$ cat src/rtl/blit_writer_pkg.sv
// Shared FSM encoding and geometry constants for the sprite blitter.
// Clipping is controlled by the BLIT_CLIP_EN macro in blit_addr_gen.
package blit_writer_pkg;

    typedef enum logic [2:0] {
        ST_IDLE       = 3'd0,
        ST_WAIT_FRAME = 3'd1,
        ST_READ       = 3'd2,
        ST_DRAIN      = 3'd3,
        ST_DONE       = 3'd4
    } blit_state_e;

    localparam int BW_SCREEN_W = 160;
    localparam int BW_SCREEN_H = 120;
    localparam int BW_SP_W     = 16;
    localparam int BW_SP_H     = 16;
    localparam int BW_ADDR_W   = 17;

endpackage

$ cat src/rtl/blit_addr_gen.sv
// Row/column scan counters plus sprite ROM and background GRAM address arithmetic.
// BLIT_CLIP_EN widens the coordinate sums by one bit and flags off-screen pixels.
module blit_addr_gen
    import blit_writer_pkg::*;
#(
    parameter int SP_W     = BW_SP_W,
    parameter int SP_H     = BW_SP_H,
    parameter int SCREEN_W = BW_SCREEN_W,
    parameter int SCREEN_H = BW_SCREEN_H,
    parameter int ADDR_W   = BW_ADDR_W
) (
    input  logic              clk,
    input  logic              rst_n,
    input  logic              load,
    input  logic              advance,
    input  logic [7:0]        src_base,
    input  logic [ADDR_W-1:0] dst_base,
    input  logic [7:0]        dst_x,
    input  logic [6:0]        dst_y,
    output logic [7:0]        rom_addr,
    output logic [ADDR_W-1:0] pix_addr,
    output logic              pix_vis,
    output logic              last_pix
);

    localparam int CW = (SP_W > 1) ? $clog2(SP_W) : 1;
    localparam int RW = (SP_H > 1) ? $clog2(SP_H) : 1;
`ifdef BLIT_CLIP_EN
    localparam int XW = $clog2(SCREEN_W) + 1;
    localparam int YW = $clog2(SCREEN_H) + 1;
`else
    localparam int XW = $clog2(SCREEN_W);
    localparam int YW = $clog2(SCREEN_H);
`endif

    logic [CW-1:0]     col_q, col_d;
    logic [RW-1:0]     row_q, row_d;
    logic [7:0]        rom_addr_q, rom_addr_d;
    logic [ADDR_W-1:0] dst_base_q, dst_base_d;
    logic [7:0]        dst_x_q, dst_x_d;
    logic [6:0]        dst_y_q, dst_y_d;
    logic [XW-1:0]     col_sum_s;
    logic [YW-1:0]     row_sum_s;

    // Counter and base-register next state; rom_addr just increments since the scan is row-major
    always_comb begin
        col_d      = col_q;
        row_d      = row_q;
        rom_addr_d = rom_addr_q;
        dst_base_d = dst_base_q;
        dst_x_d    = dst_x_q;
        dst_y_d    = dst_y_q;
        if (load) begin
            col_d      = '0;
            row_d      = '0;
            rom_addr_d = src_base;
            dst_base_d = dst_base;
            dst_x_d    = dst_x;
            dst_y_d    = dst_y;
        end else if (advance) begin
            rom_addr_d = rom_addr_q + 8'd1;
            if (col_q == CW'(SP_W - 1)) begin
                col_d = '0;
                row_d = row_q + RW'(1);
            end else begin
                col_d = col_q + CW'(1);
            end
        end else begin
            col_d = col_q;
        end
    end

    // Counter and base registers
    always_ff @(posedge clk or negedge rst_n) begin
        if (!rst_n) begin
            col_q      <= '0;
            row_q      <= '0;
            rom_addr_q <= 8'd0;
            dst_base_q <= '0;
            dst_x_q    <= 8'd0;
            dst_y_q    <= 7'd0;
        end else begin
            col_q      <= col_d;
            row_q      <= row_d;
            rom_addr_q <= rom_addr_d;
            dst_base_q <= dst_base_d;
            dst_x_q    <= dst_x_d;
            dst_y_q    <= dst_y_d;
        end
    end

    // Destination address of the pixel currently being read
    always_comb begin
        col_sum_s = XW'(dst_x_q) + XW'(col_q);
        row_sum_s = YW'(dst_y_q) + YW'(row_q);
`ifdef BLIT_CLIP_EN
        pix_vis   = (col_sum_s < XW'(SCREEN_W)) && (row_sum_s < YW'(SCREEN_H));
`else
        pix_vis   = 1'b1;
`endif
        pix_addr  = dst_base_q + ADDR_W'(col_sum_s) + ADDR_W'(SCREEN_W) * ADDR_W'(row_sum_s);
        last_pix  = (row_q == RW'(SP_H - 1)) && (col_q == CW'(SP_W - 1));
    end

    assign rom_addr = rom_addr_q;

endmodule

$ cat src/rtl/blit_writer.sv
// Sprite-to-background copy engine: control FSM and one-stage write pipeline.
// Optional clipping of off-screen pixels via BLIT_CLIP_EN (see blit_addr_gen).
module blit_writer
    import blit_writer_pkg::*;
#(
    parameter int SP_W     = BW_SP_W,
    parameter int SP_H     = BW_SP_H,
    parameter int SCREEN_W = BW_SCREEN_W,
    parameter int SCREEN_H = BW_SCREEN_H,
    parameter int ADDR_W   = BW_ADDR_W
) (
    input  logic              clk,
    input  logic              reset,
    input  logic              start,
    input  logic [7:0]        src_base,
    input  logic [ADDR_W-1:0] dst_base,
    input  logic [7:0]        dst_x,
    input  logic [6:0]        dst_y,
    input  logic              transparent,
    input  logic              sync_frame,
    input  logic              screenEnd,
    output logic              busy,
    output logic              done,
    output logic [7:0]        rom_addr,
    input  logic              rom_data,
    output logic [ADDR_W-1:0] gram_addr,
    output logic              gram_wEn,
    output logic              gram_dataIn
);

    blit_state_e       state_q, state_d;
    logic              busy_q, busy_d;
    logic              done_q, done_d;
    logic              slot_q, slot_d;
    logic              vis_q, vis_d;
    logic              transp_q, transp_d;
    logic              dat_q, dat_d;
    logic [ADDR_W-1:0] gram_addr_q, gram_addr_d;
    logic              accept_s;
    logic              gram_wEn_s;
    logic              gram_dataIn_s;
    logic [ADDR_W-1:0] pix_addr_s;
    logic              pix_vis_s;
    logic              last_pix_s;

    assign accept_s = (state_q == ST_IDLE) && start && !busy_q;

    blit_addr_gen #(
        .SP_W     (SP_W),
        .SP_H     (SP_H),
        .SCREEN_W (SCREEN_W),
        .SCREEN_H (SCREEN_H),
        .ADDR_W   (ADDR_W)
    ) u_addr_gen (
        .clk      (clk),
        .rst_n    (reset),
        .load     (accept_s),
        .advance  (state_q == ST_READ),
        .src_base (src_base),
        .dst_base (dst_base),
        .dst_x    (dst_x),
        .dst_y    (dst_y),
        .rom_addr (rom_addr),
        .pix_addr (pix_addr_s),
        .pix_vis  (pix_vis_s),
        .last_pix (last_pix_s)
    );

    // State and pipeline registers
    always_ff @(posedge clk or negedge reset) begin
        if (!reset) begin
            state_q     <= ST_IDLE;
            busy_q      <= 1'b0;
            done_q      <= 1'b0;
            slot_q      <= 1'b0;
            vis_q       <= 1'b0;
            transp_q    <= 1'b0;
            dat_q       <= 1'b0;
            gram_addr_q <= '0;
        end else begin
            state_q     <= state_d;
            busy_q      <= busy_d;
            done_q      <= done_d;
            slot_q      <= slot_d;
            vis_q       <= vis_d;
            transp_q    <= transp_d;
            dat_q       <= dat_d;
            gram_addr_q <= gram_addr_d;
        end
    end

    // Next-state logic
    always_comb begin
        state_d = state_q;
        case (state_q)
            ST_IDLE:       state_d = accept_s ? (sync_frame ? ST_WAIT_FRAME : ST_READ) : ST_IDLE;
            ST_WAIT_FRAME: state_d = screenEnd ? ST_READ : ST_WAIT_FRAME;
            ST_READ:       state_d = last_pix_s ? ST_DRAIN : ST_READ;
            ST_DRAIN:      state_d = ST_DONE;
            ST_DONE:       state_d = ST_IDLE;
            default:       state_d = ST_IDLE;
        endcase
    end

    // Outputs; ROM data arrives with the write slot, so wEn/data pass it straight through
    always_comb begin
        busy_d      = (state_d != ST_IDLE) || (state_q == ST_DONE);
        done_d      = (state_q == ST_DONE);
        slot_d      = (state_q == ST_READ);
        transp_d    = accept_s ? transparent : transp_q;
        if (state_q == ST_READ) begin
            gram_addr_d = pix_addr_s;
            vis_d       = pix_vis_s;
        end else begin
            gram_addr_d = gram_addr_q;
            vis_d       = vis_q;
        end
        gram_dataIn_s = slot_q ? rom_data : dat_q;
        gram_wEn_s    = slot_q && vis_q && (!transp_q || rom_data);
        dat_d         = gram_dataIn_s;
    end

    assign busy        = busy_q;
    assign done        = done_q;
    assign gram_addr   = gram_addr_q;
    assign gram_wEn    = gram_wEn_s;
    assign gram_dataIn = gram_dataIn_s;

endmodule

$ cat config.mk
export PLATFORM = sky130hd
export DESIGN_NAME = blit_writer
export DESIGN_NICKNAME = d
export VERILOG_FILES = /design/src/rtl/blit_writer_pkg.sv /design/src/rtl/blit_addr_gen.sv /design/src/rtl/blit_writer.sv
export SDC_FILE = /design/constraint.sdc
export NUM_CORES = 1
export LEC_CHECK = 0
export CAP_MARGIN = 25
export CORE_MARGIN = 10
export CORE_UTILIZATION = 59
export DETAILED_ROUTE_END_ITERATION = 10
export GPL_ROUTABILITY_DRIVEN = 0
export PLACE_DENSITY_LB_ADDON = 0.05
export SYNTH_ARGS = -nofsm -noshare
export SYNTH_HDL_FRONTEND = slang
export SYNTH_HIERARCHICAL = 1
export SYNTH_SLANG_ARGS = --single-unit
$ cat constraint.sdc
create_clock -name clk -period 15.6 [get_ports clk]
set_clock_uncertainty 0.2 [all_clocks]
set_input_delay 1.56 -clock clk [delete_from_list [all_inputs] [get_ports clk]]
set_output_delay 1.56 -clock clk [all_outputs]
set_load 0.005 [all_outputs]
## Yosys cells after proc, flatten, opt, wreduce, memory -nomap -nowiden

Index checks and enable logic that the tools add are counted.

| storage, ports and cells | value |
|---|---|
| bits in read-only memories | 0 |
| latch bits | 0 |
| input port bits | 47 |
| output and inout port bits | 29 |
| memory bits (writable) | 0 |
| bits in registers | 74 |
| word-level logic and storage cells | 56 |
| memories | 0 |

| operators by class | value |
|---|---|
| shifts and indexed selects | 0 |
| muxes and demuxes | 14 |
| eq/ne operators | 6 |
| bitwise gates (word level) | 0 |
| add/sub/neg operators | 7 |
| $lt $le $gt $ge | 0 |
| div/mod/pow operators | 0 |
| reductions and logical operators | 14 |
| $mul | 1 |

Operators by type and width:

| kind | number |
|---|---|
| 2-to-1 mux 4 bit | 6 |
| adder 17 x 15 -> 17 bit | 1 |
| adder 17 x 8 -> 17 bit | 1 |
| 2-to-1 mux 8 bit | 2 |
| case mux 3 bit (4 select lines) | 1 |
| multiplier 3 x 7 -> 10 bit, first input constant | 1 |
| adder 4 x 1 -> 4 bit, second input constant | 2 |
| adder 8 x 1 -> 8 bit, second input constant | 1 |
| adder 8 x 4 -> 8 bit | 1 |
| == test 4 bit, second input constant | 2 |
| adder 7 x 4 -> 7 bit | 1 |
| == test 3 x 2 -> 1 bit, second input constant | 2 |
| 2-to-1 mux 2 bit | 3 |
| logical AND 1 bit | 5 |
| nonzero test 2 bit | 2 |
| == test 3 x 1 -> 1 bit, second input constant | 1 |
| == test 3 bit, second input constant | 1 |
| zero test 3 bit | 1 |
| nonzero test 3 bit | 1 |
| zero test 1 bit | 2 |
| logical OR 1 bit | 2 |
| 2-to-1 mux 1 bit | 2 |
| AND reduction 2 bit | 1 |

## Depth between registers and ports, before layout

| logic depth | value |
|---|---|
| depth in word-level cells | 7 |
| gate-level depth with buffers | 22 |

## Modules after synthesis

Netlist, hierarchy kept.

Modules (own cells, without submodules):

| module | area each (µm²) | cells an instance | times used | sequential area each (µm²) |
|---|---|---|---|---|
| blit_addr_gen | 3664.8 | 363 | 1 | 1201.2 |
| blit_writer | 1056.0 | 67 | 1 | 650.6 |

## Least setup slack after synthesis

No wires, ideal clock.

| path | value |
|---|---|
| path kind | register to register |
| start | register u_addr_gen.row_q[0] |
| end | register gram_addr_q[16], in the netlist gram_addr[16] |
| library setup time | 0.125 ns |
| data required time | 15.275 ns |
| cell stages (with the launch flop) | 23 |
| slack | 10.309 ns |
| buffers on the path | 0 |
| data arrival time | 4.966 ns |
| cells stage by stage | dfrtp_1 > ha_1 > fa_1 > a211oi_2 > nor2_4 > xor2_1 > and2_1 > or2_1 > fa_1 > nor2b_1 > o21ai_0 > nand2b_1 > xnor2_1 > xnor2_1 > ha_1 > ha_1 > and2_4 > a221o_1 > a211o_1 > a21oi_2 > o31ai_2 > xor2_1 > mux2_2 |

| between the ends | value |
|---|---|
| longest elaborated chain between the ends | 3 |

RTL lines:

| element | RTL line | text |
|---|---|---|
| start: declaration | blit_addr_gen.sv:37 | `logic [RW-1:0] row_q, row_d;` |
| start signal: assignment | blit_addr_gen.sv:84 | `row_q <= row_d;` |
| adder 7 x 4 -> 7 bit | blit_addr_gen.sv:95 | `row_sum_s = YW'(dst_y_q) + YW'(row_q);` |
| multiplier 3 x 7 -> 10 bit | blit_addr_gen.sv:101 | `pix_addr = dst_base_q + ADDR_W'(col_sum_s) + ADDR_W'(SCREEN_W) * ADDR_W'(row_sum_s);` |
| adder 17 x 15 -> 17 bit | blit_addr_gen.sv:101 |  |
| named net pix_addr_s[16] | blit_writer.sv:42 | `logic [ADDR_W-1:0] pix_addr_s;` |
| end signal: assignment | blit_writer.sv:88 | `gram_addr_q <= gram_addr_d;` |
| end: declaration | blit_writer.sv:38 | `logic [ADDR_W-1:0] gram_addr_q, gram_addr_d;` |

The timed path passes the listed nets, and every way through them passes these cells.
A chain may end at the register's enable or synchronous reset.

## Worst setup path after layout

Ends and elaborated chain as after synthesis.

==> flow_summary.yaml <==
floorplanning:
  die_h_um: 109.5
  core_area_um2: 7767
  io_pins: 76
  num_rows: 32
  dieWidth_um: 109.5
  start_util_pct: 60.78
  dieArea_um2: 11980
critical_path:
  cp_slowest_cell: "fa_1"
  worst-path-stages: 22
  reg2reg_depth: 22
  critical_path.max_stage_delay_ps: 470
  crit_path_frequent_cell: "ha_1"
  critPathRequiredTime_ps: 15630
  cp.buffers_inverters: 0
  cp.arrival_ps: 5650
  critical_path.top_delay_family: "adder cells"
  crit_path_cell_trace: "ha_1 > fa_1 > a211oi_2 > nor2_4 > xor2_1 > and2_1 > or2_1 > fa_1 > nor2b_1 > o21ai_0 > nand2b_1 > xnor2_1 > xnor2_1 > ha_1 > ha_1 > and2_4 > a221o_1 > a211o_1 > a21oi_2 > o31ai_2 > xor2_1 > mux2_2"
  critical_path.max_fanout: 8
  end_kind: "register"
  setup.worst_path.class: "reg2reg"
  start_kind: "register"
global_routing:
  use_met2_pct: 29.22
  grt_max_degree: 75
  grt_usage_pct: 17.01
  grt-busiest-layer: "met2"
  grt_pass1_vias: 3499
  use_met1_pct: 20.22
  antenna_found_initial: 0
  grt_first_pass_wirelength_um: 16420
  use_met3_pct: 4.154
  grt_overflow: 0
detailed_routing:
  wl_per_cell_um: 15.87
  route.vias.total: 3367
  drc: 0
  vias_per_cell: 5.502
  wl_um: 9715
  drt_iter0_drc: 80
  ant_nets: 0
  first_pass_iters: 4
timing:
  max_slew_margin_pct: 55.91
  rsz0062_at_grt: "false"
  fin_setup_tns_ps: 0
  period_share_pct: 36.03
  setup_viol: 0
  hold_viol: 0
  tightest_slew_ps: 661.3
  period_needed_ps: 5620
  max_freq_ghz: 0.1779
  slew_violations: 0
cells_and_area:
  final_core_util_pct: 74.34
  final_area_um2: 5774
  syn2layout_area_growth_pct: 22.32
  drive_above_1_share_pct: 16.86
  layout_common_cells: "dfrtp_1 (74), clkdlybuf4s50_1 (74), ha_1 (44), mux2_2 (40), nand2_1 (31)"
  finalNetCount: 603
  diodes: 0
clock_tree:
  cts_setup_buffers: 0
  clockBufferDepth: 2
  cts_resized: 0
  cts_sinks: 74
  postCtsHoldBufs: 0
  path_clk_slew_ps: 80
  htreeDepth: 3
  root_buffer: "clkbuf_8"
  cts_buffers: 9
  clk_latency_ps: 340
  cts_tree: "yes"
synth:
  ys_warn_count: 6
  synth_ff_type: "dfrtp_1"
  netlist_instances: 430
  synth-seq-cells: 74
  syn-num-nets: 528
  async_reset_ff_share_pct: 100.0
  synth-edff-count: 0
  ys_seq_area_share_pct: 39.23
  yosysUniqueCellTypes: 61
  avgSynthCellArea_um2: 10.98
  syn_area_um2: 4721
job:
  max_cap_violations: 0
min_path:
  hold_path.class: "reg2reg"
  holdPathStages: 1
placement:
  dp.final_hpwl_um: 7173
  placed_area_um2: 5529
  port_buffers: 75
outcome:
  status: "completed"
-- synthesized netlist by cell type, drive strengths merged, types with 2 or more instances --
cell    count  share of area [%]
dfrtp      74                 39
mux2       49                 12
ha         44                 12
nand2      31                2.5
a21oi      25                2.7
o21ai      25                2.7
inv        23                1.8
xor2       23                4.3
nor2       18                1.6
xnor2      18                3.7
buf         9                1.5
nand3       8               0.85
fa          7                3.0
nor2b       7               0.93
a21o        5               0.82
clkbuf      5               0.40
nand2b      5               0.66
nand4       5               0.66
and3        4               0.56
a211o       3               0.56
a211oi      3               0.58
and2        3               0.48
mux2i       3               0.64
nor3b       3               0.69
o21a        3               0.48
o31ai       3               0.69
a221o       2               0.42
a31oi       2               0.26
o211ai      2               0.32
or2         2               0.27
or3         2               0.26
-- path summary, 6_finish.rpt --
check	start	to	slack (ps)
worst max-delay path	u_addr_gen/row_q[0]$_DFFE_PN0P_	gram_addr[16]$_DFFE_PN0N_	9980
worst min register to register	gram_addr[1]$_DFFE_PN0N_	gram_addr[1]$_DFFE_PN0N_	310
worst min-delay path	gram_addr[1]$_DFFE_PN0N_	gram_addr[1]$_DFFE_PN0N_	310
min in group asynchronous	reset	gram_addr[13]$_DFFE_PN0N_	800
max in group asynchronous	reset	u_addr_gen/dst_x_q[7]$_DFFE_PN0P_	13870
worst max register to register	u_addr_gen/row_q[0]$_DFFE_PN0P_	gram_addr[16]$_DFFE_PN0N_	9980
-- per-layer routing --
layer,up-vias,share of wire [%]
met5,-,0
met1,1639,42
met3,9,3.9
li1,1665,-
met2,54,53
met4,0,1.2
-- registers in the layout (all words and copies together), names as in the netlist, 3 cells and up --
register               flops
u_addr_gen/dst_y_q         7
u_addr_gen/col_q           4
gram_addr                 17
u_addr_gen/row_q           4
u_addr_gen/dst_x_q         8
u_addr_gen/dst_base_q     17
u_addr_gen/rom_addr        8
state_q                    3
-- final cells by class --
class / instances / area [um^2]
Sequential cell: 74 / 1852
Timing Repair Buffer: 78 / 790.8
Tap cell: 102 / 127.6
Fill cell: 579 / 1993
Clock inverter: 7 / 93.84
Clock buffer: 9 / 123.9
Inverter: 23 / 86.33
Multi-Input combinational cell: 319 / 2700
-- logic make-up (layout without fill, tap and decap cells) --
family / count (synthesis) / in the layout / share of synthesized area, %
xor+xnor: 41 / 41 / 8.004
compound gates: 80 / 80 / 10.84
other cells: 1 / 1 / 0.07944
fa+ha+maj: 52 / 52 / 14.84
mux: 52 / 52 / 13.04
simple gates: 93 / 93 / 10.26
buf+inv: 37 / 117 / 3.710
flops: 74 / 74 / 39.23
-- metrics by stage --
| stage | hold WS [ps] | std cells | setup slack [ps] |
|---|---|---|---|
| after floorplan | 280.9 | 430 | 10310 |
| after global placement | 279.1 | 595 | 10150 |
| after detailed placement | 295.5 | 595 | 9998 |
| after CTS | 318.0 | 611 | 9976 |
| after global routing | 325.4 | 612 | 9703 |
| final | 314.7 | 612 | 9980 |
Power is not shown: default switching activity piles up to over one toggle a cycle in this logic, so the estimate is an artifact.
